$ cat src/rtl/ethernet_tx_arbiter.sv
// ethernet_tx_arbiter: frame-atomic two-source arbiter in front of the 10G MAC
// transmit AXI-Stream. Owns the stream for a whole frame, inserts an idle gap
// after each frame, aborts a frame whose source stalls, counts frames/aborts.
// Optional feature macro: ETH_TX_ARB_RR_EN (round-robin tie-break; fixed
// priority to source 0 when undefined).
//
// Handshake: every stream follows AXI-Stream valid/ready -- a beat transfers on
// a cycle where tvalid and tready are both high; a presented beat is held
// unchanged by its source until it transfers.
module ethernet_tx_arbiter #(
  parameter int IFG_CYCLES    = 2,
  parameter int STALL_TIMEOUT = 1024
) (
  input  logic        i_clk,
  input  logic        i_reset,
  input  logic        s0_axis_tvalid,
  input  logic [63:0] s0_axis_tdata,
  input  logic        s0_axis_tlast,
  input  logic [7:0]  s0_axis_tkeep,
  output logic        s0_axis_tready,
  input  logic        s1_axis_tvalid,
  input  logic [63:0] s1_axis_tdata,
  input  logic        s1_axis_tlast,
  input  logic [7:0]  s1_axis_tkeep,
  output logic        s1_axis_tready,
  output logic        tx_axis_tvalid,
  output logic [63:0] tx_axis_tdata,
  output logic        tx_axis_tlast,
  output logic [7:0]  tx_axis_tkeep,
  input  logic        tx_axis_tready,
  output logic [1:0]  o_grant,
  output logic        o_abort,
  output logic [15:0] o_frames0,
  output logic [15:0] o_frames1,
  output logic [7:0]  o_aborts,
  output logic [1:0]  o_dbg_state
);

  typedef enum logic [1:0] {
    ST_IDLE = 2'd0,
    ST_PASS = 2'd1,
    ST_GAP  = 2'd2
  } state_t;

  // Watchdog fires on the STALL_TIMEOUT-th consecutive non-accepting cycle.
  localparam logic [15:0] WD_LAST  = 16'(STALL_TIMEOUT - 1);
  localparam bit          IFG_ZERO = (IFG_CYCLES == 0);
  localparam logic [7:0]  GAP_LAST = IFG_ZERO ? 8'd0 : 8'(IFG_CYCLES - 1);

  state_t      r_state;
  state_t      w_next_state;
  logic [1:0]  r_grant;
  logic [15:0] r_wd;
  logic [7:0]  r_gap;
  logic [15:0] r_frames0;
  logic [15:0] r_frames1;
  logic [7:0]  r_aborts;
  logic [1:0]  w_win;
  logic        w_src_valid;
  logic [63:0] w_src_data;
  logic        w_src_last;
  logic [7:0]  w_src_keep;
  logic        w_accept;
  logic        w_stall;

`ifdef ETH_TX_ARB_RR_EN
  // Last-served source: 1 means source 1 was served most recently.
  logic r_last;
`endif

  // Next-state, arbitration and the combinational PASS data path.
  always_comb begin
    w_next_state   = r_state;
    w_win          = 2'b00;
    w_src_valid    = 1'b0;
    w_src_data     = '0;
    w_src_last     = 1'b0;
    w_src_keep     = '0;
    w_accept       = 1'b0;
    w_stall        = 1'b0;
    s0_axis_tready = 1'b0;
    s1_axis_tready = 1'b0;
    tx_axis_tvalid = 1'b0;
    tx_axis_tdata  = '0;
    tx_axis_tlast  = 1'b0;
    tx_axis_tkeep  = '0;
    case (r_state)
      ST_IDLE: begin
        if (s0_axis_tvalid || s1_axis_tvalid) begin
`ifdef ETH_TX_ARB_RR_EN
          if (s0_axis_tvalid && s1_axis_tvalid)
            w_win = r_last ? 2'b01 : 2'b10;
          else
            w_win = s0_axis_tvalid ? 2'b01 : 2'b10;
`else
          w_win = s0_axis_tvalid ? 2'b01 : 2'b10;
`endif
          w_next_state = ST_PASS;
        end
      end
      ST_PASS: begin
        if (r_grant[1]) begin
          w_src_valid = s1_axis_tvalid;
          w_src_data  = s1_axis_tdata;
          w_src_last  = s1_axis_tlast;
          w_src_keep  = s1_axis_tkeep;
        end else begin
          w_src_valid = s0_axis_tvalid;
          w_src_data  = s0_axis_tdata;
          w_src_last  = s0_axis_tlast;
          w_src_keep  = s0_axis_tkeep;
        end
        // Stall is judged on the raw source handshake so that silencing the
        // outputs in the abort cycle cannot feed back into the decision.
        w_stall = (r_wd == WD_LAST) && !(w_src_valid && tx_axis_tready);
        if (!w_stall) begin
          tx_axis_tvalid = w_src_valid;
          tx_axis_tdata  = w_src_data;
          tx_axis_tlast  = w_src_last;
          tx_axis_tkeep  = w_src_keep;
          s0_axis_tready = r_grant[0] & tx_axis_tready;
          s1_axis_tready = r_grant[1] & tx_axis_tready;
        end
        w_accept = !w_stall && w_src_valid && tx_axis_tready;
        if ((w_accept && w_src_last) || w_stall)
          w_next_state = IFG_ZERO ? ST_IDLE : ST_GAP;
      end
      ST_GAP: begin
        if (r_gap == GAP_LAST) w_next_state = ST_IDLE;
      end
      default: w_next_state = ST_IDLE;
    endcase
  end

  // State register, grant, watchdog, gap timer and statistics counters.
  always_ff @(posedge i_clk) begin
    if (i_reset) begin
      r_state   <= ST_IDLE;
      r_grant   <= 2'b00;
      r_wd      <= '0;
      r_gap     <= '0;
      r_frames0 <= '0;
      r_frames1 <= '0;
      r_aborts  <= '0;
    end else begin
      r_state <= w_next_state;
      case (r_state)
        ST_IDLE: begin
          r_grant <= w_win;
          r_wd    <= '0;
          r_gap   <= '0;
        end
        ST_PASS: begin
          r_gap <= '0;
          if (w_next_state != ST_PASS) r_grant <= 2'b00;
          if (w_accept) r_wd <= '0;
          else          r_wd <= r_wd + 16'd1;
          if (w_accept && w_src_last) begin
            if (r_grant[0]) r_frames0 <= r_frames0 + 16'd1;
            if (r_grant[1]) r_frames1 <= r_frames1 + 16'd1;
          end
          if (w_stall && (r_aborts != 8'hFF)) r_aborts <= r_aborts + 8'd1;
        end
        ST_GAP: r_gap <= r_gap + 8'd1;
        default: r_grant <= 2'b00;
      endcase
    end
  end

`ifdef ETH_TX_ARB_RR_EN
  // Remember which source completed the most recent frame (aborts excluded).
  always_ff @(posedge i_clk) begin
    if (i_reset) r_last <= 1'b1;
    else if ((r_state == ST_PASS) && w_accept && w_src_last) r_last <= r_grant[1];
  end
`endif

  assign o_grant     = r_grant;
  assign o_abort     = w_stall;
  assign o_frames0   = r_frames0;
  assign o_frames1   = r_frames1;
  assign o_aborts    = r_aborts;
  assign o_dbg_state = r_state;

endmodule
$ cat config.mk
export PLATFORM = sky130hd
export DESIGN_NAME = ethernet_tx_arbiter
export DESIGN_NICKNAME = d
export VERILOG_FILES = /design/src/rtl/ethernet_tx_arbiter.sv
export SDC_FILE = /design/constraint.sdc
export NUM_CORES = 1
export LEC_CHECK = 0
export BUFFER_PORTS_ARGS = -buffer_cell sky130_fd_sc_hd__buf_4
export CORE_AREA = 2 2 106 108
export DETAILED_ROUTE_END_ITERATION = 7
export DIE_AREA = 0 0 108 110
export PLACE_DENSITY = 0.75
export REMOVE_ABC_BUFFERS = 1
export SLEW_MARGIN = 20
export SYNTH_ARGS = -nofsm -noshare
export SYNTH_HDL_FRONTEND = slang
export SYNTH_SLANG_ARGS = --single-unit
$ cat constraint.sdc
create_clock -name i_clk -period 2.7 [get_ports i_clk]
set_clock_uncertainty 0.15 [all_clocks]
set_input_delay 0.135 -clock i_clk [delete_from_list [all_inputs] [get_ports i_clk]]
set_output_delay 0.135 -clock i_clk [all_outputs]
set_load 0.05 [all_outputs]
Word-level counts from Yosys, hierarchy flattened
Index checks and enable logic that the tools add are counted.
{"block": "classes", "n_reduce_logical": 19, "mux": 32, "n_bitwise": 3, "n_addsub": 5, "eq_ne": 7}
{"cell": "$mux W64", "n": 3}
{"cell": "$add A16 B1 Y16 const B", "n": 3}
{"cell": "$pmux W16 S2", "n": 1}
{"cell": "$mux W8", "n": 3}
{"cell": "$add A8 B1 Y8 const B", "n": 2}
{"cell": "$eq A16 B10 Y1 const B", "n": 1}
{"cell": "$mux W16", "n": 1}
{"cell": "$pmux W8 S2", "n": 1}
{"cell": "$mux W1", "n": 15}
{"cell": "$mux W2", "n": 6}
{"cell": "$pmux W2 S3", "n": 2}
{"cell": "$eq A8 B1 Y1 const B", "n": 1}
{"cell": "$ne A8 B8 Y1 const B", "n": 1}
{"cell": "$logic_and A1 B1 Y1", "n": 7}
{"cell": "$reduce_and A3 Y1", "n": 2}
{"cell": "$reduce_and A2 Y1", "n": 2}
{"cell": "$reduce_bool A2 Y1", "n": 2}
{"cell": "$and A1 B1 Y1", "n": 2}
{"cell": "$eq A2 B1 Y1 const B", "n": 1}
{"cell": "$eq A2 B2 Y1 const B", "n": 1}
{"cell": "$logic_not A1 Y1", "n": 2}
{"cell": "$logic_not A2 Y1", "n": 1}
{"cell": "$logic_or A1 B1 Y1", "n": 2}
{"cell": "$ne A2 B1 Y1 const B", "n": 1}
{"cell": "other kinds (3)", "n": 3}
{"block": "word_totals", "register_bits": 68}

Longest topological paths before layout
Gate-level depths: netlist of run 1.
{"block": "depth", "depth_word": 15, "ltp_mapped": 8}

Least setup slack after synthesis of run 1
No wires, ideal clock.
{"block": "synth_timing", "path_type": "flip-flop to output port", "from": "register r_grant[1] (netlist: o_grant[1])", "to": "output tx_axis_tdata[12]", "n_path_buf": 3, "path_slack_ns": -0.092, "stages_incl_launch_ff": 6, "required_time_ns": 2.415, "arrival_time_ns": 2.507, "path_cell_list": "dfxtp_1 -> buf_2 -> buf_1 -> buf_1 -> mux2i_1 -> nor2_1"}
{"block": "synth_between", "elab_chain_len": 7, "elab_cells_between_ends": 8}
{"element": "start, declared", "line": "52", "text": "logic [1:0] r_grant;"}
{"element": "start signal, assigned", "line": "149", "text": "r_grant <= w_win;"}
{"element": "$mux W1", "line": "102", "text": "if (r_grant[1]) begin"}
{"element": "$mux W1", "line": "87", "text": "case (r_state)"}
{"element": "$logic_and A1 B1 Y1", "line": "115", "text": "w_stall = (r_wd == WD_LAST) && !(w_src_valid && tx_axis_tready);"}
{"element": "$logic_not A1 Y1", "line": "115"}
{"element": "$logic_and A1 B1 Y1", "line": "115"}
{"element": "$mux W64 *", "line": "116", "text": "if (!w_stall) begin"}
{"element": "$mux W64 *", "line": "87"}
{"element": "end, declared", "line": "27", "text": "output logic [63:0] tx_axis_tdata,"}
Mark *: on every way between the ends. The rest lies on a longest branch, timed or not. The select of a mux whose other input is x is not followed.

Worst setup path in the final report of run 1
{"block": "layout_timing", "from": "register r_wd[0]", "to": "output tx_axis_tdata[60]"}
{"block": "layout_between", "elab_chain_len": 4}
{"element": "start, declared", "line": "53", "text": "logic [15:0] r_wd;"}
{"element": "start signal, assigned", "line": "157", "text": "else r_wd <= r_wd + 16'd1;"}
{"element": "$eq A16 B10 Y1", "line": "115"}
{"element": "$logic_and A1 B1 Y1", "line": "115"}
{"element": "$mux W64", "line": "116"}
{"element": "$mux W64", "line": "87"}
Every way passes these cells.

==> impl_metrics.prom, run 1 <==
# TYPE chip_impl_metric gauge
chip_impl_metric{name="boundaryPins",unit=""} 272
chip_impl_info{name="grt_setup_unrepaired",value="no"} 1
chip_impl_info{name="end_kind",value="output pin"} 1
chip_impl_info{name="timing.critical_path.slowest_stage_cell",value="sky130_fd_sc_hd__dfxtp_1"} 1
chip_impl_metric{name="maxSlewHeadroom",unit="%"} 47.4
chip_impl_metric{name="crit_buf_inv",unit=""} 2
chip_impl_metric{name="number_of_antenna_violating_nets_in_the_routed_design",unit=""} 0
chip_impl_metric{name="fmax",unit="MHz"} 392
chip_impl_metric{name="io_buffer_count",unit=""} 271
chip_impl_metric{name="routed-via-count",unit=""} 5078
chip_impl_metric{name="insertedDiodeCount",unit=""} 0
chip_impl_metric{name="clk_pin_slew_worst_setup_hold_paths",unit="ns"} 0.08
chip_impl_metric{name="async_reset_ff_share",unit="%"} 0
chip_impl_metric{name="dpl.hpwl",unit="µm"} 13600
chip_impl_metric{name="place.detailed.instances",unit=""} 939
chip_impl_metric{name="num_rows",unit=""} 38
chip_impl_info{name="root_buffer",value="sky130_fd_sc_hd__clkbuf_8"} 1
chip_impl_info{name="ordered_cell_list_for_the_critical_path",value="ha_2, nor3b_2, nand4_4, o21ai_4, buf_12, nor2_1, buf_4"} 1
chip_impl_metric{name="postSynthRegisterBits",unit=""} 68
chip_impl_metric{name="max-cap-violations",unit=""} 0
chip_impl_metric{name="slew_viol_final",unit=""} 0
chip_impl_metric{name="clock_tree.htree_level_count",unit=""} 3
chip_impl_info{name="crit-reg2reg-launch",value="r_wd[0]$_SDFFE_PP0P_"} 1
chip_impl_metric{name="cts.repair_timing.setup_buffer_count",unit=""} 0
chip_impl_metric{name="timing.final.crit_period",unit="ns"} 2.55
chip_impl_metric{name="critical_path_arrival",unit="ns"} 2.27
chip_impl_info{name="synth.area.top_cells",value="sky130_fd_sc_hd__dfxtp_1 31%, sky130_fd_sc_hd__mux2i_1 17%, sky130_fd_sc_hd__nor2_1 12%"} 1
chip_impl_info{name="start_kind",value="flip-flop"} 1
chip_impl_metric{name="max_slew.worst_pin.slew",unit="ns"} 0.787
chip_impl_metric{name="netlist_area",unit="µm²"} 4330
chip_impl_metric{name="synth.top_cell.area_share",unit="%"} 31.4
chip_impl_metric{name="vertical_die_dimension",unit="µm"} 110
chip_impl_metric{name="yosys.cell_types.count",unit=""} 47
chip_impl_info{name="worst_setup_path_startpoint",value="r_wd[0]$_SDFFE_PP0P_"} 1
chip_impl_metric{name="vdd.ir_drop.worst",unit="mV"} 0.285
chip_impl_metric{name="postSynthCellCount",unit=""} 554
chip_impl_metric{name="drt-pass1-iter-count",unit=""} 5
chip_impl_metric{name="global_route.overflow_total",unit=""} 0
chip_impl_metric{name="clock_sink_count",unit=""} 68
chip_impl_metric{name="critical_path.max_fanout",unit=""} 44
chip_impl_metric{name="setup-violations-final",unit=""} 0
chip_impl_info{name="critical_path_class",value="reg2out"} 1
chip_impl_info{name="synth_top_cell_by_area",value="sky130_fd_sc_hd__dfxtp_1"} 1
chip_impl_metric{name="cellPowerDensity",unit="nW/µm²"} 438
chip_impl_metric{name="global_route_wire_length_before_repair",unit="µm"} 25300
chip_impl_metric{name="synth_enable_flop_cells",unit=""} 0
chip_impl_info{name="status",value="finished clean"} 1
chip_impl_metric{name="synthesis.yosys.warnings",unit=""} 0
chip_impl_metric{name="syn_to_final_growth",unit="%"} 55.6
chip_impl_metric{name="crit_required",unit="ns"} 2.41
chip_impl_info{name="postSynth.topFlopCell",value="sky130_fd_sc_hd__dfxtp_1"} 1
chip_impl_metric{name="drc_errors",unit=""} 0
chip_impl_metric{name="synthesis.area_per_instance",unit="µm²"} 7.82
chip_impl_metric{name="ratio_of_cells_with_drive_above_1_in_the_final_layout",unit="%"} 37.4
chip_impl_metric{name="gp_congestion",unit=""} 0.973
chip_impl_metric{name="vias_per_cell",unit=""} 5.30
chip_impl_metric{name="final_hold_slack",unit="ns"} 0.0736
chip_impl_metric{name="max_stage_delay",unit="ns"} 0.42
chip_impl_metric{name="clock_latency",unit="ns"} 0.35
chip_impl_info{name="cts_tree",value="yes"} 1
chip_impl_metric{name="grt_usage",unit="%"} 27.7
chip_impl_info{name="cp_top_family",value="simple AND/OR/NAND/NOR gates"} 1
chip_impl_metric{name="core_area",unit="µm²"} 10700
chip_impl_metric{name="die_area",unit="µm²"} 11900
chip_impl_metric{name="seq_area_frac_synth",unit="%"} 31.4
chip_impl_metric{name="antenna_found_initial",unit=""} 0
chip_impl_info{name="type_of_the_tightest_min_delay_check",value="in2reg"} 1
chip_impl_metric{name="initial_core_util",unit="%"} 40.5
chip_impl_info{name="hp-start",value="i_reset"} 1
chip_impl_metric{name="place_area",unit="µm²"} 6490
chip_impl_metric{name="pin_count_of_the_biggest_net_entering_global_routing",unit=""} 48
chip_impl_metric{name="final_design_area_no_fill",unit="µm²"} 6740
chip_impl_metric{name="cts.path.max_buffers",unit=""} 2
chip_impl_metric{name="final_nets",unit=""} 970
chip_impl_metric{name="die_x",unit="µm"} 108
chip_impl_metric{name="wirelength",unit="µm"} 17100
chip_impl_metric{name="route.detailed.wl_per_inst",unit="µm"} 17.8
chip_impl_metric{name="power.leakage",unit="nW"} 2.91
chip_impl_metric{name="layout_worst_path_cycle_share",unit="%"} 94.5
chip_impl_metric{name="cts_inserted_buffers",unit=""} 9
chip_impl_metric{name="first_global_vias",unit=""} 4692
chip_impl_metric{name="cell_count_final_fillers_out",unit=""} 958
chip_impl_metric{name="total_power",unit="mW"} 2.95
chip_impl_metric{name="drt_iter0_markers",unit=""} 346
chip_impl_metric{name="finalHoldViolations",unit=""} 0
chip_impl_metric{name="finalSetupTns",unit="ns"} 0
[timing repair]
action | CTS | global route
setup endpoints to repair | 0 | 40
gates resized for setup | 0 | 3
hold buffers | 2 | 0
hold endpoints to repair | 2 | 0
[per-layer routing]
layer  wire length, µm  track usage, %
met4               223            7.05
met2              8630            47.8
met3              1440            8.29
met1              6750            33.8
met5                 0               0
[Yosys cell counts, types with 3 or more instances]
cell type / count
sky130_fd_sc_hd__nor2_1: 133
sky130_fd_sc_hd__mux2i_1: 74
sky130_fd_sc_hd__dfxtp_1: 68
sky130_fd_sc_hd__nand2_1: 31
sky130_fd_sc_hd__nand3_1: 28
sky130_fd_sc_hd__o21ai_0: 25
sky130_fd_sc_hd__xor2_1: 24
sky130_fd_sc_hd__xnor2_1: 17
sky130_fd_sc_hd__nand4_1: 16
sky130_fd_sc_hd__buf_1: 15
sky130_fd_sc_hd__a21oi_1: 13
sky130_fd_sc_hd__clkbuf_1: 12
sky130_fd_sc_hd__inv_1: 11
sky130_fd_sc_hd__nor3_1: 11
sky130_fd_sc_hd__and3_1: 8
sky130_fd_sc_hd__nor4_1: 7
sky130_fd_sc_hd__ha_1: 6
sky130_fd_sc_hd__nor2b_1: 5
sky130_fd_sc_hd__and4_1: 4
sky130_fd_sc_hd__buf_2: 4
sky130_fd_sc_hd__and2_1: 3
sky130_fd_sc_hd__nor4b_1: 3
sky130_fd_sc_hd__o31ai_1: 3
sky130_fd_sc_hd__or3_1: 3
[per-stage QoR]
stage          setup slack [ns]  util, %
2_1_floorplan             -6.29        -
3_3_place_gp              0.352     60.6
3_5_place_dp              0.288     60.6
4_1_cts                  0.0311     62.9
5_1_grt                 0.00157     63.0
6_report                  0.148     63.0
[kinds of logic (layout without fill, tap and decap cells)]
| logic type | count (synthesis) | after routing | synth area share [%] |
|---|---|---|---|
| XOR/XNOR | 41 | 41 | 8.29 |
| AO/OA/AOI/OAI | 56 | 56 | 7.74 |
| buffers and inverters | 42 | 306 | 3.75 |
| multiplexers | 77 | 77 | 17.9 |
| AND/OR/NAND/NOR | 264 | 264 | 29.1 |
| adder cells (fa/ha/maj) | 6 | 6 | 1.73 |
| flip-flops | 68 | 68 | 31.4 |
[placed cells by master, fill, tap and decap left out, types with 3 or more instances in the layout]
master / Yosys / layout
sky130_fd_sc_hd__nand2_1: 31 / 31
sky130_fd_sc_hd__xor2_1: 24 / 24
sky130_fd_sc_hd__nand4_1: 16 / 16
sky130_fd_sc_hd__mux2i_1: 74 / 74
sky130_fd_sc_hd__inv_1: 11 / 11
sky130_fd_sc_hd__ha_1: 6 / 5
sky130_fd_sc_hd__and2_1: 3 / 3
sky130_fd_sc_hd__nor2_1: 133 / 133
sky130_fd_sc_hd__nor4_1: 7 / 7
sky130_fd_sc_hd__xnor2_1: 17 / 17
sky130_fd_sc_hd__nor2b_1: 5 / 5
sky130_fd_sc_hd__clkbuf_8: 0 / 9
sky130_fd_sc_hd__o31ai_1: 3 / 3
sky130_fd_sc_hd__o21ai_0: 25 / 24
sky130_fd_sc_hd__and4_1: 4 / 4
sky130_fd_sc_hd__dfxtp_1: 68 / 67
sky130_fd_sc_hd__a21oi_1: 13 / 13
sky130_fd_sc_hd__or3_1: 3 / 3
sky130_fd_sc_hd__nor4b_1: 3 / 3
sky130_fd_sc_hd__and3_1: 8 / 8
sky130_fd_sc_hd__nand3_1: 28 / 28
sky130_fd_sc_hd__nor3_1: 11 / 11
sky130_fd_sc_hd__buf_4: 0 / 274
[path summary, 6_finish.rpt]
kind	slack, ns	cells past startpoint	end
setup / recovery	0.15	7	tx_axis_tdata[60]
hold / removal	0.07	2	r_wd[0]$_SDFFE_PP0P_
setup reg to reg	0.26	6	o_aborts[5]$_SDFFE_PP0P_
hold reg to reg	0.34	2	o_aborts[7]$_SDFFE_PP0P_
[registers in the layout, summed over array words and instances, names as in the netlist]
name	flops
o_aborts	8
o_dbg_state	2
o_frames0	16
o_frames1	16
o_grant	2
r_gap	8
r_wd	16
[report_power, final]
part	leakage [nW]	total (mW)	switching, mW	internal [mW]
clock network	0.110	0.950	0.424	0.526
registers	0.549	1.02	0.00841	1.01
logic	2.25	0.987	0.616	0.371
total	2.91	2.95	1.05	1.91
[area by class of cell]
class | count | area, µm²
multi-input combinational | 444 | 2820
inverter | 11 | 41.3
sequential | 68 | 1370
fill | 957 | 3950
clock inverter | 7 | 98.8
timing repair buffer | 279 | 2120
clock buffer | 9 | 124
tap | 140 | 175
Note: power is estimated with default switching activity, not from simulation.
==> run 2, diff against run 1 <==
BUFFER_PORTS_ARGS = not set   (was -buffer_cell sky130_fd_sc_hd__buf_4)
CORE_AREA = 2 2 105 107   (was 2 2 106 108)
DIE_AREA = 0 0 107 109   (was 0 0 108 110)
DONT_BUFFER_PORTS = 1   (was not set)
PLACE_DENSITY = 0.54   (was 0.75)
==> impl_metrics.prom, run 2 (synthesis results as in run 1) <==
# TYPE chip_impl_metric gauge
chip_impl_metric{name="core_area",unit="µm²"} 10600
chip_impl_metric{name="multi_input_area",unit="µm²"} 2830
chip_impl_metric{name="die_x",unit="µm"} 107
chip_impl_metric{name="wirelength",unit="µm"} 15500
chip_impl_metric{name="r2r_slack",unit="ns"} 0.14
chip_impl_metric{name="layout_worst_path_cycle_share",unit="%"} 95.4
chip_impl_metric{name="drt_iter0_markers",unit=""} 380
chip_impl_metric{name="number_of_antenna_violating_nets_in_the_routed_design",unit=""} 0
chip_impl_metric{name="worst_hold_path.num_cells",unit=""} 3
chip_impl_metric{name="worst_case_reg_to_reg_path_depth",unit=""} 7
chip_impl_metric{name="critical_path.max_fanout",unit=""} 31
chip_impl_metric{name="gp_congestion",unit=""} 0.972
chip_impl_metric{name="drc_errors",unit=""} 0
chip_impl_metric{name="pin_count_of_the_biggest_net_entering_global_routing",unit=""} 75
chip_impl_info{name="min_delay_worst_endpoint",value="o_dbg_state[0]$_SDFF_PP0_"} 1
chip_impl_info{name="cp_top_family",value="buffers and inverters"} 1
chip_impl_metric{name="global_route_wire_length_before_repair",unit="µm"} 22200
chip_impl_metric{name="critical_path_arrival",unit="ns"} 2.29
chip_impl_info{name="end_kind",value="output pin"} 1
chip_impl_info{name="hp-start",value="tx_axis_tready"} 1
chip_impl_info{name="final_cell_mix",value="133 x sky130_fd_sc_hd__nor2_1, 116 x sky130_fd_sc_hd__buf_4, 74 x sky130_fd_sc_hd__mux2i_1"} 1
chip_impl_info{name="type_of_the_tightest_min_delay_check",value="in2reg"} 1
chip_impl_metric{name="finalHoldViolations",unit=""} 0
chip_impl_metric{name="crit_buf_inv",unit=""} 3
chip_impl_info{name="cts_tree",value="yes"} 1
chip_impl_metric{name="io_buffer_count",unit=""} 0
chip_impl_metric{name="vertical_die_dimension",unit="µm"} 109
chip_impl_info{name="root_buffer",value="sky130_fd_sc_hd__clkbuf_8"} 1
chip_impl_metric{name="final_nets",unit=""} 821
chip_impl_metric{name="max-cap-violations",unit=""} 0
chip_impl_metric{name="num_rows",unit=""} 38
chip_impl_metric{name="boundaryPins",unit=""} 272
chip_impl_metric{name="max_stage_delay",unit="ns"} 0.41
chip_impl_metric{name="footprint_of_the_flip_flops_and_latches",unit="µm²"} 1370
chip_impl_metric{name="setup-violations-final",unit=""} 0
chip_impl_info{name="layout.cells.most_common",value="sky130_fd_sc_hd__nor2_1"} 1
chip_impl_metric{name="slew_viol_final",unit=""} 0
chip_impl_metric{name="crit_required",unit="ns"} 2.41
chip_impl_metric{name="clock_latency",unit="ns"} 0.35
chip_impl_metric{name="cts.path.max_buffers",unit=""} 2
chip_impl_metric{name="fmax",unit="MHz"} 388
chip_impl_info{name="status",value="finished clean"} 1
chip_impl_info{name="grt_setup_unrepaired",value="no"} 1
chip_impl_metric{name="global_route.overflow_total",unit=""} 0
chip_impl_metric{name="timing.final.crit_period",unit="ns"} 2.58
chip_impl_metric{name="power.leakage",unit="nW"} 2.21
chip_impl_metric{name="routed-via-count",unit=""} 4415
chip_impl_info{name="critical_path.most_common_cell",value="sky130_fd_sc_hd__buf_4"} 1
chip_impl_metric{name="max_slew.worst_pin.slew",unit="ns"} 0.673
chip_impl_metric{name="die_area",unit="µm²"} 11700
chip_impl_info{name="critical_path_class",value="reg2out"} 1
chip_impl_metric{name="grt_usage",unit="%"} 25.2
chip_impl_metric{name="maxSlewHeadroom",unit="%"} 55.0
chip_impl_info{name="timing.critical_path.slowest_stage_cell",value="sky130_fd_sc_hd__dfxtp_1"} 1
chip_impl_info{name="crit-reg2reg-launch",value="r_wd[1]$_SDFFE_PP0P_"} 1
chip_impl_metric{name="cts_inserted_buffers",unit=""} 9
chip_impl_metric{name="vdd.ir_drop.worst",unit="mV"} 0.268
chip_impl_metric{name="vias_per_cell",unit=""} 5.45
chip_impl_info{name="start_kind",value="flip-flop"} 1
chip_impl_metric{name="pre_cts_slack",unit="ns"} 0.212
chip_impl_metric{name="clock_sink_count",unit=""} 68
chip_impl_metric{name="clock_tree.htree_level_count",unit=""} 3
chip_impl_metric{name="antenna_found_initial",unit=""} 4
chip_impl_info{name="rr_endpoint",value="o_aborts[5]$_SDFFE_PP0P_"} 1
chip_impl_metric{name="ratio_of_cells_with_drive_above_1_in_the_final_layout",unit="%"} 22.7
chip_impl_metric{name="final_hold_slack",unit="ns"} 0.0593
chip_impl_metric{name="drt-pass1-iter-count",unit=""} 5
chip_impl_metric{name="initial_core_util",unit="%"} 40.9
chip_impl_metric{name="first_global_vias",unit=""} 4061
chip_impl_metric{name="clk_pin_slew_worst_setup_hold_paths",unit="ns"} 0.07
chip_impl_metric{name="route.detailed.wl_per_inst",unit="µm"} 19.2
chip_impl_metric{name="setup_slack",unit="ns"} 0.123
chip_impl_metric{name="cellPowerDensity",unit="nW/µm²"} 509
chip_impl_metric{name="layout.filler_cells",unit=""} 989
chip_impl_info{name="ordered_cell_list_for_the_critical_path",value="ha_2, nor3b_4, nand4_4, o21ai_4, buf_4, buf_12, nor2_1, buf_4"} 1
chip_impl_metric{name="dpl.hpwl",unit="µm"} 12000
chip_impl_metric{name="syn_to_final_growth",unit="%"} 31.9
-- run 2: layout make-up --
cell class | count | share of cell area, %
Timing Repair Buffer | 130 | 18.4
Inverter | 11 | 0.722
Clock buffer | 10 | 2.41
Tap cell | 140 | 3.06
Antenna cell | 1 | 0.0438
Multi-Input combinational cell | 444 | 49.5
Sequential cell | 68 | 23.9
Clock inverter | 6 | 1.95
-- run 2: timing repair --
action	4_1_cts	5_1_grt
setup buffers	0	4
pin swaps	0	2
setup endpoints to repair	1	64
resized for setup	1	3
hold endpoints to repair	54	0
gates cloned	0	1
hold buffers	9	0
-- run 2: stage by stage --
step	util (%)	TNS [ns]	cells	total power [mW]	cell area, µm²
5_1_grt	53.9	0	810	3.02	5720
2_1_floorplan	-	-590.13	523	1.62	4210
4_1_cts	53.2	0	803	2.92	5650
6_report	53.9	0	810	2.91	5720
3_5_place_dp	49.9	0	778	1.84	5290
3_3_place_gp	49.9	0	778	1.84	5290
-- run 2: worst min-delay path, stage by stage --
cell                        delay (ns)
sky130_fd_sc_hd__a21oi_1          0.06
sky130_fd_sc_hd__o2bb2ai_1        0.14
sky130_fd_sc_hd__o21a_1           0.17
-- run 2: routing by layer --
metal  GRT usage, %  part of all wire, %  vias up
li1               -                    -     2142
met1           32.5                   43     2037
met2           40.3                   46      208
met3           9.98                  9.5       22
met4           5.19                  1.4        6
met5              0                 0.28        -
-- run 2: worst max-delay path by stage --
stage                            startpoint                        to  slack [ns]  depth (start not counted)
floorplan           o_grant[1]$_SDFFE_PP0P_          tx_axis_tdata[0]       -6.29                          4
global placement       r_wd[0]$_SDFFE_PP0P_  o_aborts[5]$_SDFFE_PP0P_        0.35                          6
detailed placement     r_wd[0]$_SDFFE_PP0P_  o_aborts[5]$_SDFFE_PP0P_        0.21                          6
CTS                    r_wd[0]$_SDFFE_PP0P_            s0_axis_tready        0.01                          8
global route           r_wd[1]$_SDFFE_PP0P_         tx_axis_tdata[48]        0.04                          8
finish                 r_wd[1]$_SDFFE_PP0P_          tx_axis_tdata[8]        0.12                          8
-- run 2: report_power, final --
group          internal (mW)  leakage, nW  switching [mW]  total (mW)
logic                  0.255         1.54           0.596       0.851
registers               1.01        0.549         0.00688        1.01
clock network          0.639        0.122           0.406        1.04
total                   1.90         2.21            1.01        2.91
